`src/rtl/bank_writer_pkg.sv`:
```
// Shared types and geometry for the banked lattice writer.
// A logical address is {row, bank}; banks are selected one-hot.
package bank_writer_pkg;

  localparam int unsigned ADDR_W = 14;
  localparam int unsigned ROW_W  = 11;
  localparam int unsigned BANK_W = 3;
  localparam int unsigned NBANKS = 8;

  typedef enum logic [1:0] {
    IDLE,
    RUN,
    DONE
  } state_t;

  function automatic logic [NBANKS-1:0] bank_onehot(input logic [BANK_W-1:0] bank);
    logic [NBANKS-1:0] oh;
    oh       = '0;
    oh[bank] = 1'b1;
    return oh;
  endfunction

endpackage

```
`src/rtl/bank_writer_decode.sv`:
```
// Registered address decode: turns an accepted word into a one-hot bank
// write with shared row address and data, one cycle after the transfer.
module bank_writer_decode
  import bank_writer_pkg::*;
#(
  parameter int unsigned DATA_W = 32
) (
  input  logic              clk,
  input  logic              reset,
  input  logic              xfer,
  input  logic [ADDR_W-1:0] addr,
  input  logic [DATA_W-1:0] din,
  output logic [NBANKS-1:0] bank_we,
  output logic [ROW_W-1:0]  bank_addr,
  output logic [DATA_W-1:0] wr_data
);

  logic [NBANKS-1:0] we_q;
  logic [ROW_W-1:0]  row_q;
  logic [DATA_W-1:0] data_q;

  // Row and data hold their last values between writes; only the enables drop.
  always_ff @(posedge clk or posedge reset) begin
    if (reset) begin
      we_q   <= '0;
      row_q  <= '0;
      data_q <= '0;
    end else begin
      we_q <= xfer ? bank_onehot(addr[BANK_W-1:0]) : '0;
      if (xfer) begin
        row_q  <= addr[ADDR_W-1:BANK_W];
        data_q <= din;
      end
    end
  end

  assign bank_we   = we_q;
  assign bank_addr = row_q;
  assign wr_data   = data_q;

endmodule

```
`src/rtl/bank_writer.sv`:
```
// Sweep controller writing a stream of node values across 8 banks.
// Define ADDR_DESCEND_EN to walk addresses downwards instead of upwards.
module bank_writer
  import bank_writer_pkg::*;
#(
  parameter int unsigned DATA_W = 32
) (
  input  logic              clk,
  input  logic              reset,
  input  logic              start,
  input  logic [ADDR_W-1:0] base_addr,
  input  logic [ADDR_W-1:0] count,
  input  logic [DATA_W-1:0] din,
  input  logic              din_valid,
  output logic              din_ready,
  output logic [NBANKS-1:0] bank_we,
  output logic [ROW_W-1:0]  bank_addr,
  output logic [DATA_W-1:0] wr_data,
  output logic              busy,
  output logic              done
);

  localparam logic [ADDR_W-1:0] AddrOne = ADDR_W'(1);

  state_t            state_q, state_d;
  logic [ADDR_W-1:0] addr_q, addr_d;
  logic [ADDR_W-1:0] rem_q, rem_d;
  logic              xfer;

  assign xfer = (state_q == RUN) && din_valid;

  always_comb begin
    state_d = state_q;
    addr_d  = addr_q;
    rem_d   = rem_q;
    unique case (state_q)
      IDLE: begin
        if (start) begin
          if (count != '0) begin
            state_d = RUN;
            addr_d  = base_addr;
            rem_d   = count;
          end else begin
            state_d = DONE;
          end
        end
      end
      RUN: begin
        if (xfer) begin
`ifdef ADDR_DESCEND_EN
          addr_d = addr_q - AddrOne;
`else
          addr_d = addr_q + AddrOne;
`endif
          rem_d  = rem_q - AddrOne;
          if (rem_q == AddrOne) begin
            state_d = DONE;
          end
        end
      end
      DONE:    state_d = IDLE;
      default: state_d = IDLE;
    endcase
  end

  always_ff @(posedge clk or posedge reset) begin
    if (reset) begin
      state_q <= IDLE;
      addr_q  <= '0;
      rem_q   <= '0;
    end else begin
      state_q <= state_d;
      addr_q  <= addr_d;
      rem_q   <= rem_d;
    end
  end

  // Status is decoded straight from state so reset clears it without a clock.
  assign din_ready = (state_q == RUN);
  assign busy      = (state_q != IDLE);
  assign done      = (state_q == DONE);

  bank_writer_decode #(
    .DATA_W(DATA_W)
  ) u_decode (
    .clk      (clk),
    .reset    (reset),
    .xfer     (xfer),
    .addr     (addr_q),
    .din      (din),
    .bank_we  (bank_we),
    .bank_addr(bank_addr),
    .wr_data  (wr_data)
  );

endmodule

```
`config.mk`:
```
export PLATFORM = sky130hd
export DESIGN_NAME = bank_writer
export DESIGN_NICKNAME = d
export VERILOG_FILES = /design/src/rtl/bank_writer_pkg.sv /design/src/rtl/bank_writer_decode.sv /design/src/rtl/bank_writer.sv
export SDC_FILE = /design/constraint.sdc
export NUM_CORES = 1
export LEC_CHECK = 0
export BUFFER_PORTS_ARGS = -buffer_cell sky130_fd_sc_hd__buf_2
export CAP_MARGIN = 20
export CORE_ASPECT_RATIO = 1.75
export CORE_MARGIN = 2
export CORE_UTILIZATION = 52
export CTS_CLUSTER_SIZE = 40
export DETAILED_ROUTE_END_ITERATION = 7
export PLACE_DENSITY_LB_ADDON = 0.08
export SLEW_MARGIN = 20
export SYNTH_ARGS = -nofsm -noshare
export SYNTH_HDL_FRONTEND = slang
export SYNTH_HIERARCHICAL = 1
export SYNTH_SLANG_ARGS = --single-unit
```
`constraint.sdc`:
```
create_clock -name clk -period 2.1 [get_ports clk]
set_input_delay 0.21 -clock clk [delete_from_list [all_inputs] [get_ports clk]]
set_output_delay 0.21 -clock clk [all_outputs]
set_load 0.005 [all_outputs]
```
; ---- After elaboration in Yosys (flattened, before gate mapping)
; Index checks and enable logic that the tools add are counted.
[totals]
output_inout_bits = 54
regBits = 81
[op_classes]
muxes = 16
magnitude_cmp = 2
n_addsub = 2
n_reduce_logical = 8
eq_ne = 7
[ops]
columns = op, count
row1 = 14-bit 2-to-1 mux, 6
row2 = 14-bit one-hot mux with 2 select lines, 2
row3 = 14-bit by 1-bit adder with 14-bit output (second input constant), 1
row4 = 14-bit by 1-bit == test with 1-bit output (second input constant), 1
row5 = 14-bit nonzero test, 1
row6 = 14-bit by 1-bit subtractor with 14-bit output (second input constant), 1
row7 = 2-bit 2-to-1 mux, 4
row8 = 8-bit 2-to-1 mux, 1
row9 = 3-bit by 4-bit less-than comparator with 1-bit output (second input constant), 1
row10 = 2-bit by 1-bit inequality test with 1-bit output (second input constant), 2
row11 = 2-bit inequality test (second input constant), 2
row12 = 2-bit one-hot mux with 2 select lines, 1
row13 = 4-bit AND reduction, 1
row14 = 2-bit nonzero test, 2
row15 = 1-bit demux with 3-bit select, 1
row16 = 3-bit by 1-bit greater-or-equal comparator with 1-bit output (second input constant), 1
row17 = 3-bit AND reduction, 1
row18 = 2-bit by 1-bit == test with 1-bit output (second input constant), 1
row19 = 2-bit == test (second input constant), 1
row20 = 1-bit logical AND, 2
row21 = 2-bit logical NOT, 1
row22 = 1-bit 2-to-1 mux, 1

; ---- Longest topological paths before layout
[logic_depth]
depth_word = 5
ltp_mapped = 8
depth_no_buf = 6

; ---- Cells and area by module
; The synthesis kept the hierarchy.
[by_module_without_submodules]
columns = module, cells_each, seq_area_each_um2, n_inst, area_per_inst_um2
row1 = bank_writer_decode, 109, 1276.2, 1, 2115.8
row2 = bank_writer, 222, 750.7, 1, 1979.4

; ---- Worst setup path after synthesis
; Ideal clock, no wire load.
[synth_path]
kind = flip-flop to flip-flop
from = reg state_q[1]
to = reg u_decode.row_q[0], in the netlist u_decode/bank_addr[0]
period_less_slack_ps = 1829
stages_incl_launch_ff = 9
path_buffers = 4
t_required_ps = 1975
path_slack_ps = 271
arrival_ps = 1704
path_cell_list = dfrtp_1 -> nand2b_1 -> buf_2 -> inv_4 -> buf_2 -> and2_1 -> buf_6 -> buf_12 -> mux2_4
[synth_via]
elab_chain_cells = 2
[synth_lines]
columns = element, line_no
row1 = "start, declared", bank_writer.sv:25  ; state_t state_q, state_d;
row2 = "start signal, assigned", bank_writer.sv:72  ; state_q <= state_d;
row3 = 2-bit by 1-bit == test with 1-bit output, -
row4 = named net din_ready, bank_writer.sv:15  ; output logic din_ready,
row5 = 1-bit logical AND, bank_writer.sv:30  ; assign xfer = (state_q == RUN) && din_valid;
row6 = named net xfer, bank_writer.sv:28  ; logic xfer;
row7 = "end signal, assigned", bank_writer_decode.sv:31  ; row_q <= addr[ADDR_W-1:BANK_W];
row8 = "end, declared", bank_writer_decode.sv:19  ; logic [ROW_W-1:0] row_q;
; The timed path passes the listed nets, and every way through them passes these cells.
; A chain may end at the register's enable or synchronous reset.

; ---- Worst setup path after layout
[layout_path]
from = reg addr_q[0]
to = reg addr_q[12]
[layout_via]
elab_chain_cells = 3
[layout_lines]
columns = element, line_no
row1 = "start, declared", bank_writer.sv:26  ; logic [ADDR_W-1:0] addr_q, addr_d;
row2 = "start signal, assigned", bank_writer.sv:73  ; addr_q <= addr_d;
row3 = 14-bit by 1-bit adder with 14-bit output, bank_writer.sv:53  ; addr_d = addr_q + AddrOne;
row4 = 14-bit 2-to-1 mux, bank_writer.sv:49  ; if (xfer) begin
row5 = 14-bit one-hot mux with 2 select lines, bank_writer.sv:36  ; unique case (state_q)
; Every way passes these cells. The select of a mux whose other input is x is not followed.

==> results_dict.tcl <==
set metrics [dict create \
    run_status "complete, no violations" \
    fin_skew_ps 6.138 \
    synth_top_area_cell "dfrtp_1" \
    synth_warnings 6 \
    wl_met1_um 3599 \
    cts_root_buffer "clkbuf_16" \
    critPathMaxFanout 11 \
    critical_path.endpoint_type "flip-flop" \
    async_flop_share 1.000 \
    grt_antenna_before_repair 0 \
    drt_pre_antenna_iters 4 \
    timing.critical_path.slowest_cell_delay_ps 520 \
    ys_ff_latch 81 \
    flow.area_growth_from_synthesis_pct 22.33 \
    critical_path_cell_sequence "ha_1, nand3_1, nor2_1, nand3_1, a21oi_2, a2bb2oi_2" \
    die_height_um 121.4 \
    slew_headroom 0.6923 \
    timing.critical_path.mode_cell "nand3_1" \
    worst_setup_hold_path_clk_slew_ps 60 \
    pin_count 118 \
    post-cts-setup-buffer-count 0 \
    dp_hpwl_um 6130 \
    synthesized_cell_area_um2 4095 \
    initial_core_util 0.5374 \
    final_setup_viols 0 \
    count_of_input_and_output_buffers 117 \
    dr_wl_met2_um 4366 \
    tritoncts "done" \
    dr_total_vias 2978 \
    std_cell_rows 42 \
    regToRegSetupSlack_ps 270 \
    synthXorXnorAreaFrac 0 \
    drtAntennaViolNets 0 \
    critical_path_class "flip-flop to flip-flop" \
    layout.cells.most_common "buf_2" \
    tightestPinTransition_ps 460.8 \
    core_area_um2 7620 \
    num_antenna_cells 0 \
    detail_route.iter0.violations 206 \
    layout.core_utilization 0.6575 \
    rsz_0062_raised_after_global_routing "no" \
    synth.mux.area_fraction 0.1668 \
    dpl_cell_area_um2 4679 \
    grt_start_max_net_pins 52 \
    finalInstanceArea_um2 5010 \
    reported_max_cap_violation_count 0 \
    grt_use_total 0.2088 \
    post_synth_num_cell_types 54 \
    startpoint_class "flip-flop" \
    area_fraction_of_the_dominant_cell_type_after_synthesis 0.4950 \
    wirelength_um 8661 \
    finalWeightedCongestion 0.8405 \
    timing.final.max_slew_violations 0 \
    synth-compound-area-share 0.1509 \
    wire_length_of_the_first_global_routing_pass_um 14040 \
    clk_path_buf_depth 2 \
    power.leakage_nw 2.423 \
    crit_required_ps 2360 \
    synth-adder-area-share 0.009166 \
    min-delay-path-class "input pin to flip-flop" \
    first_global_vias 2960 \
    synth_top_family_by_area "multiplexers" \
    postSynthNetCount 398 \
    cts.hold.buffers_added 1 \
    period_needed_ps 1832 \
    clock_tree.htree_level_count 3 \
    synth_edf_count 0 \
    final_period_util 0.8726 \
    numCtsBuffers 9 \
    layout_common_cells "buf_2 (117), dfrtp_1 (81), mux2_4 (42)" \
    dominantRegCellSynth "dfrtp_1" \
    synth_simple_gate_area_frac 0.1228 \
    die_area_um2 8629 \
    drc 0 \
    ys_top_cells_by_area "dfrtp_1 (49%), mux2_4 (15%), o21ai_0 (3.2%)" \
    timing.final.hold_violations 0 \
    clk_latency_ps 330 \
    tns_ps 0 \
    number_of_gates_resized_after_cts 0 \
    p_per_area_nw_per_um2 1529 \
    yosysSeqAreaShare 0.4950 \
    route.top_layer_used "met4" \
    ir_worst_vdd_uv 888.4 \
    cts_sinks 81 \
    dr_wl_met3_um 440 \
    routed_via_density 5.505 \
    synthesis.area_per_instance_um2 12.37 \
    layout-drive-gt1-share 0.4658 \
    postSynthCellCount 331 \
    num-nets-final 515 \
    avgRoutedWirePerCell_um 16.01 \
    horizontal_die_dimension_um 71.09 \
    critical-path-slowest-cell "dfrtp_1" \
    crit_path_dat_ps 2090 \
    grt_remaining_overflow 0 \
    fmaxAchievable_mhz 545.7 \
]
layer usage:
metal | GRT usage | up-vias
li1 | - | 1456
met1 | 0.2505 | 1403
met2 | 0.3481 | 100
met3 | 0.04153 | 19
met4 | 0.1132 | 0
met5 | 0 | -
final timing paths:
kind / startpoint / to / depth (start not counted)
max: addr_q[0] / addr_q[12] / 6
min: din[17] / u_decode/wr_data[17] / 2
max reg2reg: addr_q[0] / addr_q[12] / 6
min reg2reg: rem_q[11] / rem_q[11] / 1
max in group asynchronous: reset / u_decode/bank_addr[9] / 4
min in group asynchronous: reset / u_decode/bank_we[2] / 3
cells by family after synthesis:
logic type / after synthesis
compound gates: 92
mux: 47
flops: 81
fa+ha+maj: 3
simple gates: 80
buf+inv: 28
synth_stat cells, drive strengths merged, types with 2 or more instances:
library cell  count
dfrtp            81
mux2             44
o21ai            30
a21oi            29
nor2             21
buf              18
nand2            15
inv               9
nand3             9
nor3              9
a2bb2oi           6
nor4              5
o22ai             5
a22oi             4
a31oi             4
and3              4
a32oi             3
and4b             3
and4bb            3
ha                3
mux2i             3
o2bb2ai           3
and2              2
and4              2
flip-flops by register name, indices dropped and copies added, names as in the netlist:
name                cells
u_decode/bank_we        8
state_q                 2
u_decode/bank_addr     11
u_decode/wr_data       32
rem_q                  14
addr_q                 14
worst max-delay path, delay by kind of cell, from the launching register on:
kind                     cells  cell delay [ps]
AO/OA/AOI/OAI                2              300
adder cells (fa/ha/maj)      1              250
flip-flops                   1              520
AND/OR/NAND/NOR              3              700
stage by stage:
stage / hold WS [ps] / worst slack, ps / power [mW] / std cells
2_1_floorplan: 300.8 / 270.8 / 5.231 / 331
3_3_place_gp: 242.6 / 327.4 / 5.942 / 524
3_5_place_dp: 255.0 / 269.0 / 6.039 / 524
4_1_cts: 94.05 / 245.3 / 7.745 / 541
5_1_grt: 94.94 / 57.48 / 8.196 / 541
6_report: 106.2 / 267.6 / 7.658 / 541
cell type report:
cell class / instances / area (um^2)
Fill cell: 610 / 2610
Sequential cell: 81 / 2027
Clock inverter: 6 / 91.34
Tap cell: 88 / 110.1
Timing Repair Buffer: 125 / 673.1
Clock buffer: 10 / 229.0
Inverter: 9 / 36.28
Multi-Input combinational cell: 222 / 1843
report_power, final:
group / internal [mW] / leakage [nW] / switching, mW / total (mW)
clock network: 1.04 / 0.145 / 0.618 / 1.66
logic: 1.67 / 1.30 / 1.52 / 3.19
registers: 2.23 / 0.974 / 0.569 / 2.80
Power figures use the tool's default switching activity.
